## src/rtl/nco_sweep_pkg.sv

```systemverilog
// Shared types and default sizes for the NCO sweep controller.
// Used by nco_sweep_ctrl and its tag delay lines.
package nco_sweep_pkg;

  localparam int APR_DEF     = 32;
  localparam int CW_DEF      = 16;
  localparam int NCO_LAT_DEF = 10;

  typedef enum logic [1:0] {
    IDLE,
    DWELL,
    DRAIN,
    DONE
  } state_e;

endpackage

```

## src/rtl/nco_tag_dly.sv

```systemverilog
// Tag delay line that tracks samples through the NCO pipeline.
// Shifts only on enabled cycles; synchronous clear wins over shift.
module nco_tag_dly #(
  parameter int DEPTH = 10
) (
  input  logic clk,
  input  logic rst,
  input  logic en,
  input  logic clr,
  input  logic din,
  output logic tail
);

  logic [DEPTH-1:0] q;

  // shift register advancing once per NCO clock-enable
  always_ff @(posedge clk or posedge rst) begin
    if (rst) begin
      q <= '0;
    end else if (clr) begin
      q <= '0;
    end else if (en) begin
      q[0] <= din;
      for (int i = 1; i < DEPTH; i++) begin
        q[i] <= q[i-1];
      end
    end
  end

  assign tail = q[DEPTH-1];

endmodule

```

## src/rtl/nco_sweep_ctrl.sv

```systemverilog
// Linear frequency sweep sequencer for a single-channel NCO.
// Define NCO_SWEEP_LOOP_EN to repeat the sweep until abort.
module nco_sweep_ctrl
  import nco_sweep_pkg::*;
#(
  parameter int APR     = APR_DEF,
  parameter int CW      = CW_DEF,
  parameter int NCO_LAT = NCO_LAT_DEF
) (
  input  logic           clk,
  input  logic           reset,
  input  logic [APR-1:0] cfg_start_inc,
  input  logic [APR-1:0] cfg_step,
  input  logic [CW-1:0]  cfg_nsteps,
  input  logic [CW-1:0]  cfg_dwell,
  input  logic           start,
  input  logic           abort,
  input  logic           nco_valid_i,
  output logic [APR-1:0] phi_inc_o,
  output logic           nco_clken_o,
  output logic           busy,
  output logic           done,
  output logic [CW-1:0]  step_idx,
  output logic           mark_o,
  output logic           smp_valid_o
);

  state_e         state_q;
  state_e         state_d;
  logic [APR-1:0] sh_step;
  logic [CW-1:0]  sh_nsteps;
  logic [CW-1:0]  sh_dwell;
  logic [CW-1:0]  dwell_cnt;
  logic [CW-1:0]  drain_cnt;
`ifdef NCO_SWEEP_LOOP_EN
  logic [APR-1:0] sh_start_inc;
`endif

  logic start_ok;
  logic abort_ok;
  logic dwell_last;
  logic step_last;
  logic mark_in;
  logic val_in;
  logic tag_clr;
  logic mark_tail;
  logic val_tail;

  assign start_ok   = (state_q == IDLE) && start && !abort;
  assign abort_ok   = (state_q != IDLE) && abort;
  assign dwell_last = (dwell_cnt == CW'(1));
  assign step_last  = (step_idx == sh_nsteps - CW'(1));

  // state register
  always_ff @(posedge clk or posedge reset) begin
    if (reset) state_q <= IDLE;
    else       state_q <= state_d;
  end

  // next state; abort overrides every transition
  always_comb begin
    state_d = state_q;
    unique case (state_q)
      IDLE: begin
        if (start_ok) begin
          state_d = (cfg_nsteps == '0) ? DONE : DWELL;
        end
      end
      DWELL: begin
        if (abort) begin
          state_d = IDLE;
        end else if (dwell_last && step_last) begin
`ifdef NCO_SWEEP_LOOP_EN
          state_d = DWELL;
`else
          state_d = DRAIN;
`endif
        end
      end
      DRAIN: begin
        if (abort) begin
          state_d = IDLE;
        end else if (drain_cnt == CW'(1)) begin
          state_d = DONE;
        end
      end
      DONE: begin
        state_d = IDLE;
      end
    endcase
  end

  // shadow config, increment, step and dwell/drain counters
  always_ff @(posedge clk or posedge reset) begin
    if (reset) begin
      sh_step   <= '0;
      sh_nsteps <= '0;
      sh_dwell  <= '0;
      dwell_cnt <= '0;
      drain_cnt <= '0;
      phi_inc_o <= '0;
      step_idx  <= '0;
`ifdef NCO_SWEEP_LOOP_EN
      sh_start_inc <= '0;
`endif
    end else begin
      unique case (state_q)
        IDLE: begin
          if (start_ok) begin
            sh_step   <= cfg_step;
            sh_nsteps <= cfg_nsteps;
            sh_dwell  <= (cfg_dwell == '0) ? CW'(1) : cfg_dwell;
`ifdef NCO_SWEEP_LOOP_EN
            sh_start_inc <= cfg_start_inc;
`endif
            if (cfg_nsteps != '0) begin
              phi_inc_o <= cfg_start_inc;
              step_idx  <= '0;
              dwell_cnt <= (cfg_dwell == '0) ? CW'(1) : cfg_dwell;
            end
          end
        end
        DWELL: begin
          if (!abort) begin
            dwell_cnt <= dwell_cnt - CW'(1);
            if (dwell_last && step_last) begin
`ifdef NCO_SWEEP_LOOP_EN
              phi_inc_o <= sh_start_inc;
              step_idx  <= '0;
              dwell_cnt <= sh_dwell;
`else
              drain_cnt <= CW'(NCO_LAT);
`endif
            end else if (dwell_last) begin
              phi_inc_o <= phi_inc_o + sh_step;
              step_idx  <= step_idx + CW'(1);
              dwell_cnt <= sh_dwell;
            end
          end
        end
        DRAIN: begin
          drain_cnt <= drain_cnt - CW'(1);
        end
        DONE: begin
        end
      endcase
    end
  end

  assign busy        = (state_q == DWELL) || (state_q == DRAIN);
  assign nco_clken_o = busy;
  assign done        = (state_q == DONE);

  assign mark_in = (state_q == DWELL) && (dwell_cnt == sh_dwell);
  assign val_in  = (state_q == DWELL);
  assign tag_clr = abort_ok || start_ok;

  nco_tag_dly #(.DEPTH(NCO_LAT)) u_mark_dly (
    .clk  (clk),
    .rst  (reset),
    .en   (nco_clken_o),
    .clr  (tag_clr),
    .din  (mark_in),
    .tail (mark_tail)
  );

  nco_tag_dly #(.DEPTH(NCO_LAT)) u_val_dly (
    .clk  (clk),
    .rst  (reset),
    .en   (nco_clken_o),
    .clr  (tag_clr),
    .din  (val_in),
    .tail (val_tail)
  );

  assign mark_o      = mark_tail & nco_valid_i;
  assign smp_valid_o = val_tail & nco_valid_i;

endmodule
```

## config.mk

```make
export PLATFORM = sky130hd
export DESIGN_NAME = nco_sweep_ctrl
export DESIGN_NICKNAME = d
export VERILOG_FILES = /design/src/rtl/nco_sweep_pkg.sv /design/src/rtl/nco_tag_dly.sv /design/src/rtl/nco_sweep_ctrl.sv
export SDC_FILE = /design/constraint.sdc
export NUM_CORES = 1
export LEC_CHECK = 0
export CORE_MARGIN = 2
export CORE_UTILIZATION = 55
export CTS_CLUSTER_DIAMETER = 50
export DETAILED_ROUTE_END_ITERATION = 8
export PLACE_DENSITY = 0.81
export SETUP_SLACK_MARGIN = 0.05
export SYNTH_ARGS = -nofsm -noshare
export SYNTH_HDL_FRONTEND = slang
export SYNTH_SLANG_ARGS = --single-unit
```

## constraint.sdc

```tcl
create_clock -name clk -period 8.4 [get_ports clk]
set_input_delay 2.52 -clock clk [delete_from_list [all_inputs] [get_ports clk]]
set_output_delay 2.52 -clock clk [all_outputs]
set_load 0.01 [all_outputs]
```

==> results of run 1 <==
==> area by class of cell <==
type                    instances  area (µm²)
repair buffers                161        1590
clock inverters                13         150
multi-input cells             845        5830
fillers                      1441        5950
flip-flops and latches        166        4150
inverters                      31         121
clock buffers                  18         429
well taps                     234         293
==> flip-flops by register name, summed over array words and instances (netlist names) <==
register      cells
sh_step          32
state_q           2
u_mark_dly.q     10
drain_cnt        16
sh_dwell         16
step_idx         16
dwell_cnt        16
phi_inc_o        32
sh_nsteps        16
u_val_dly.q      10
==> worst max-delay path by stage <==
stage	start	endpoint	depth (start not counted)
2_1_floorplan	reset	drain_cnt[0]$_DFFE_PP0P_	1
3_3_place_gp	nco_valid_i	mark_o	3
3_5_place_dp	start	step_idx[15]$_DFFE_PP0P_	9
4_1_cts	nco_valid_i	smp_valid_o	3
5_1_grt	nco_valid_i	smp_valid_o	3
6_report	nco_valid_i	smp_valid_o	3
==> kinds of logic (layout without fill, tap and decap cells) <==
logic type,count (synthesis),in the layout,synth area share [%]
AND/OR/NAND/NOR,384,384,18.7
AO/OA/AOI/OAI,232,232,14.6
flip-flops,166,166,40.4
multiplexers,103,103,10.8
XOR/XNOR,84,84,7.15
buffers and inverters,83,223,3.20
adder cells (fa/ha/maj),42,42,5.18
==> routing by layer <==
| layer | track usage (%) | share of wire (%) | wire length, µm | vias to the layer above |
|---|---|---|---|---|
| met3 | 6.05 | 7.0 | 1890 | 58 |
| met4 | 10.2 | 2.6 | 692 | 6 |
| li1 | - | - | - | 4198 |
| met5 | 0 | 0.14 | 39 | - |
| met1 | 35.8 | 42 | 11400 | 4351 |
| met2 | 46.3 | 48 | 13000 | 338 |
==> worst max-delay path: stages <==
cell and delay [ns]:
clkdlybuf4s50_1 0.47, and2_1 0.13, clkdlybuf4s50_1 0.53
==> report_power, final <==
group	total [mW]	internal (mW)	switching (mW)
registers	1.45	1.11	0.341
logic	2.78	1.29	1.49
clock network	0.781	0.440	0.341
total	5.01	2.84	2.17
==> metrics by stage <==
| step | util, % | cell area [µm²] | hold slack (ns) | instances | total power, mW |
|---|---|---|---|---|---|
| global route | 67.9 | 12600 | 0.521 | 1468 | 5.39 |
| detailed placement | 64.8 | 12000 | 0.500 | 1437 | 4.18 |
| CTS | 67.9 | 12600 | 0.515 | 1468 | 5.00 |
| finish | 67.9 | 12600 | 0.516 | 1468 | 5.01 |
| global placement | 64.8 | 12000 | 0.493 | 1437 | 4.10 |
| floorplan | - | 10300 | 0.478 | 1094 | 3.43 |
==> cells in the mapped netlist, drive strengths merged, types with 24 or more instances <==
| cell type | count |
|---|---|
| inv | 31 |
| dfrtp | 166 |
| nor2 | 112 |
| a21oi | 66 |
| clkbuf | 38 |
| mux2 | 65 |
| ha | 41 |
| nand2 | 76 |
| a31oi | 24 |
| o21ai | 50 |
| xor2 | 34 |
| nand3 | 41 |
| nor3 | 28 |
| xnor2 | 50 |
| mux2i | 38 |
==> flow_summary.rst, run 1 <==
.. list-table::
   :header-rows: 1

   * - Metric
     - Value
   * - Data arrival, critical path
     - 3.66 ns
   * - Die outline area
     - 0.0198 mm²
   * - Origin of the worst min-delay path
     - sh_step[5]$_DFFE_PP0P_
   * - Most common cell after layout, fill and taps aside
     - dfrtp_1
   * - Sink count of the clock tree
     - 166
   * - Reg2Reg Capture Point
     - step_idx[15]$_DFFE_PP0P_
   * - Measured slew at the worst slew-check pin
     - 1.21 ns
   * - Number of buffers inserted during clock tree synthesis
     - 17
   * - LEAKAGE
     - 5.29 nW
   * - Crit path capture type
     - output pin
   * - Initial Util
     - 55.6%
   * - Fraction of synthesis flops using an asynchronous set or reset pin
     - 100%
   * - RSZ-0062 raised after global routing
     - false
   * - Synthesized Nets
     - 1237
   * - Crit Path Class
     - input pin to output pin
   * - Post-synthesis average cell area
     - 9.41 µm²
   * - Post-CTS setup buffers
     - 0
   * - Count of port buffers added during placement
     - 153
   * - Via count of the first global-routing pass
     - 8802
   * - Final HPWL DP
     - 18800 µm
   * - Run status
     - completed
   * - Worst slack at placement
     - 2.19 ns
   * - Die Height
     - 141 µm
   * - Growth of design area from synthesis to finish
     - 22.1%
   * - Fmax
     - 0.162 GHz
   * - Worst Hold Path EP
     - sh_step[5]$_DFFE_PP0P_
   * - Final ANT Viol Nets
     - 0
   * - Min-Delay Path Depth
     - 1
   * - Final wirelength
     - 27100 µm
   * - Initial antenna violation count
     - 3
   * - Setup TNS Final
     - 0 ns
   * - Final worst path period need
     - 6.18 ns
   * - Number of synthesized register bits
     - 166
   * - Yosys top cell area share
     - 40.4%
   * - Register clock-pin slew on the reported worst setup and hold paths
     - 0.07 ns
   * - Final layout net count
     - 1365
   * - Most area-hungry cell type in the Yosys netlist
     - dfrtp_1
   * - Worst Path Max Fanout
     - 2
   * - Drt first-iter violations
     - 633
   * - Number of placed I/O pins
     - 154
   * - Leading cell types in the layout, fill and taps excluded
     - 166 x dfrtp_1, 153 x clkdlybuf4s50_1, 112 x nor2_1
   * - Number of enable-type register cells in the synthesized netlist
     - 0
   * - Final Hold Violating Endpoints
     - 0
   * - Distinct cell type count of the synthesized netlist
     - 70
   * - Sequential element share of the synthesized area
     - 40.4%
   * - Power density over the cells
     - 399 mW/mm²
   * - CP Data Required Time
     - 5.88 ns
   * - Setup violations, final
     - 0
   * - Count of maximum capacitance violations
     - 0
   * - Cell count after synthesis
     - 1094
   * - Average vias per placed instance
     - 6.10
   * - Depth of the most critical reg-to-reg path
     - 11
   * - Overall die width
     - 141 µm
   * - Routability congestion estimate
     - 0.917
   * - Max-Slew Margin vs Limit
     - 19.3%
   * - Number of DRC violations after detailed routing
     - 0
   * - Number of diodes added for antenna fixing
     - 0
   * - Floorplan core area
     - 0.0185 mm²
   * - Reg2Reg Launch Point
     - state_q[1]$_DFFE_PP0P_
   * - Clock root buffer
     - clkbuf_16
   * - Number of optimization iterations in the first detailed-route pass
     - 5
   * - Setup slack of the worst register-to-register path
     - 3.91 ns
   * - Layout cells sized above 1
     - 9.97%
   * - Largest net degree at the start of global routing
     - 108
   * - Yosys warns
     - 0
   * - Worst hold-check path type
     - flip-flop to flip-flop
   * - Number of levels the H-tree was split into
     - 4
   * - Number of gates given a new drive strength after cts
     - 0
   * - First-pass GRT wire length
     - 44300 µm
   * - CTS Hold Buffers Added
     - 0
   * - Total grt overflow
     - 0
   * - Final Max Slew Viols
     - 0
   * - WL/cell
     - 18.4 µm
   * - Maximum clock path buffer count
     - 2
   * - Final period utilization
     - 73.6%
   * - Launching element type of the critical path
     - input pin
   * - Cell row count
     - 50
   * - Total via count in the routed design
     - 8951
   * - CTS tree
     - done
   * - Slack of the critical path
     - 2.22 ns
   * - Overall Global Routing Usage
     - 27.8%
   * - Worst voltage drop across the vdd grid
     - 228 µV
   * - Synth Flop Type
     - dfrtp_1
   * - Syn Std Cell Area
     - 0.0103 mm²
   * - Worst clock skew
     - 0.0115 ns
   * - Clock latency reported for the late side of the worst-skew pair
     - 0.43 ns
   * - Area contributors post-synth
     - dfrtp_1 40%, mux2_2 7.1%, ha_1 5.0%, xnor2_1 4.3%, nor2_1 4.1%
No activity file was read; power rests on OpenSTA's default activity.
==> run 2, diff against run 1 <==
clock period = 6.2 ns   (was 8.4 ns; I/O delays follow)
==> flow_summary.rst, run 2 (synthesized netlist as in run 1, its figures left out) <==
.. list-table::
   :header-rows: 1

   * - Metric
     - Value
   * - Register area
     - 0.00415 mm² (unchanged)
   * - Max-Slew Margin vs Limit
     - 21.8% (+2.5 points)
   * - Routability congestion estimate
     - 0.925 (+0.87%)
   * - Layout cells sized above 1
     - 10.3% (+0.30 points)
   * - Worst Hold Path EP
     - u_mark_dly.q[9]$_DFFE_PP0P_
   * - Overall power consumption
     - 6.83 mW (+36%)
   * - Leading cell types in the layout, fill and taps excluded
     - 166 x dfrtp_1, 153 x clkdlybuf4s50_1, 112 x nor2_1
   * - Largest registers
     - phi_inc_o: 32 flops, sh_step: 32 flops
   * - Initial antenna violation count
     - 2 (-1)
   * - Cell Int Power
     - 3.90 mW (+37%)
   * - Post-CTS setup buffers
     - 0 (unchanged)
   * - Final period utilization
     - 77.7%
   * - Measured slew at the worst slew-check pin
     - 1.17 ns (-0.0379 ns)
   * - Fmax
     - 0.208 GHz
   * - Number of DRC violations after detailed routing
     - 0 (unchanged)
   * - Switching Fraction
     - 42.9% (-0.38 points)
   * - Clock root buffer
     - clkbuf_16
   * - Setup TNS Final
     - 0 ns (unchanged)
   * - Die outline area
     - 0.0198 mm² (unchanged)
   * - Growth of design area from synthesis to finish
     - 22.8%
   * - Average vias per placed instance
     - 6.04 (-0.93%)
   * - LEAKAGE
     - 5.34 nW (+0.85%)
   * - Fill cell count
     - 1422 (-1.3%)
   * - Origin of the worst min-delay path
     - u_mark_dly.q[9]$_DFFE_PP0P_
   * - Overall die width
     - 141 µm (unchanged)
   * - Setup slack of the worst register-to-register path
     - 1.95 ns (-1.96 ns)
   * - Crit path capture type
     - output pin
   * - Reg2Reg Launch Point
     - dwell_cnt[2]$_DFFE_PP0P_
   * - Number of levels the H-tree was split into
     - 4 (unchanged)
   * - Via count of the first global-routing pass
     - 8790 (-0.14%)
   * - Setup violations, final
     - 0 (unchanged)
   * - Cell row count
     - 50 (unchanged)
   * - Number of buffers inserted during clock tree synthesis
     - 17 (unchanged)
   * - Overall Global Routing Usage
     - 27.1% (-0.67 points)
   * - Min-Delay Path Depth
     - 2 (+1)
   * - Crit Path Class
     - input pin to output pin
   * - Number of optimization iterations in the first detailed-route pass
     - 7 (+2)
   * - Drt first-iter violations
     - 665 (+5.1%)
   * - Final wirelength
     - 26500 µm (-2.1%)
   * - Total via count in the routed design
     - 8892 (-0.66%)
   * - Launching element type of the critical path
     - input pin
   * - Initial Util
     - 55.6% (unchanged)
   * - Depth of the most critical reg-to-reg path
     - 9 (-2)
   * - Reg2Reg Capture Point
     - step_idx[15]$_DFFE_PP0P_
   * - Most common cell after layout, fill and taps aside
     - dfrtp_1
   * - Launch point of the critical path
     - nco_valid_i
   * - Final Hold Violating Endpoints
     - 0 (unchanged)
   * - Number of placed I/O pins
     - 154 (unchanged)
   * - RSZ-0062 raised after global routing
     - false
   * - Final worst path period need
     - 4.82 ns
   * - Count of maximum capacitance violations
     - 0 (unchanged)
   * - Run status
     - completed
   * - Total grt overflow
     - 0 (unchanged)
   * - CTS Hold Buffers Added
     - 0 (unchanged)
   * - Power share of the sequential group
     - 28.8% (-0.2 points)
   * - Power spent charging and discharging nets
     - 2.93 mW (+35%)
   * - Final Max Slew Viols
     - 0 (unchanged)
   * - Logic pwr share
     - 54.7% (-0.7 points)
   * - Footprint of the multi-input gates
     - 0.00583 mm² (unchanged)
   * - Clock latency reported for the late side of the worst-skew pair
     - 0.45 ns (+0.02 ns)
   * - Data arrival, critical path
     - 2.96 ns (-0.70 ns)
   * - Largest net degree at the start of global routing
     - 130 (+20%)
   * - Number of gates given a new drive strength after cts
     - 0 (unchanged)
   * - Final HPWL DP
     - 18200 µm (-2.7%)
   * - Die Height
     - 141 µm (unchanged)
   * - Worst clock skew
     - 0.0136 ns (+0.00205 ns)
   * - Final layout net count
     - 1367 (+0.15%)
   * - Floorplan core area
     - 0.0185 mm² (unchanged)
   * - Final ANT Viol Nets
     - 0 (unchanged)
   * - Count of port buffers added during placement
     - 153 (unchanged)
   * - Maximum clock path buffer count
     - 2 (unchanged)
   * - Power density over the cells
     - 541 mW/mm² (+36%)
   * - WL/cell
     - 18.0 µm (-2.4%)
   * - CTS tree
     - done
   * - First-pass GRT wire length
     - 43300 µm (-2.1%)
   * - Proportion of power drawn by the clock network
     - 16.6% (+1.0 points)
   * - Worst hold-check path type
     - flip-flop to flip-flop
   * - Sink count of the clock tree
     - 166 (unchanged)
   * - CP Data Required Time
     - 4.34 ns (-1.54 ns)
   * - Register clock-pin slew on the reported worst setup and hold paths
     - 0.07 ns (about the same)
   * - Worst voltage drop across the vdd grid
     - 300 µV (+32%)
   * - Worst Path Max Fanout
     - 2 (unchanged)
## run 2: cell types whose count changed in the layout (fill, tap and decap cells not counted)
| cell | before | now |
|---|---|---|
| buf_12 | 0 | 1 |
| bufinv_16 | 2 | 3 |
| clkbuf_1 | 1 | 0 |
| inv_6 | 4 | 5 |
| clkinv_4 | 3 | 4 |
| clkinvlp_4 | 5 | 2 |
| clkinv_2 | 0 | 1 |
| diode_2 | 0 | 1 |
| buf_4 | 8 | 9 |
| inv_8 | 0 | 1 |
## run 2: area by class of cell
| type | count | area share, % |
|---|---|---|
| Clock buffer | 17 | 3.37 |
| Inverter | 31 | 0.950 |
| Timing Repair Buffer | 163 | 12.8 |
| Clock inverter | 15 | 1.52 |
| Sequential cell | 166 | 32.9 |
| Antenna cell | 1 | 0.0198 |
| Multi-Input combinational cell | 845 | 46.1 |
| Tap cell | 234 | 2.32 |
## run 2: through the flow
step	area (µm²)	util [%]	instances	hold slack, ns	worst slack, ns
global route	12600	68.2	1471	0.540	1.35
finish	12600	68.2	1472	0.516	1.38
floorplan	10300	-	1094	0.478	2.08
global placement	12000	64.9	1439	0.496	1.39
detailed placement	12000	64.9	1439	0.504	1.37
CTS	12600	68.2	1471	0.519	1.37
## run 2: how the worst max path moves through the flow
stage | endpoint | slack [ns] | depth (start not counted)
after floorplan | phi_inc_o[1]$_DFFE_PP0P_ | 2.08 | 10
after CTS | mark_o | 1.37 | 3
after global placement | smp_valid_o | 1.39 | 3
after global routing | mark_o | 1.35 | 3
final | smp_valid_o | 1.38 | 3
after detailed placement | mark_o | 1.37 | 3
## run 2: layer usage
layer  routed length (µm)  global-route usage, %
met1                11200                   34.5
met2                12800                   45.4
met3                 1880                   6.59
met4                  653                   9.26
met5                    0                      0
## run 2: worst max-delay path, stage by stage
cell             delay (ns)
clkdlybuf4s50_1        0.46
and2_1                 0.11
clkdlybuf4s50_1        0.52
## run 2: power groups by stage
| stage | clock network, mW | logic, mW | registers [mW] |
|---|---|---|---|
| floorplan | 0 | 2.79 | 1.86 |
| global placement | 0 | 3.59 | 1.96 |
| detailed placement | 0 | 3.67 | 1.97 |
| CTS | 1.14 | 3.73 | 1.96 |
| global route | 1.18 | 4.14 | 2.02 |
| finish | 1.13 | 3.74 | 1.97 |
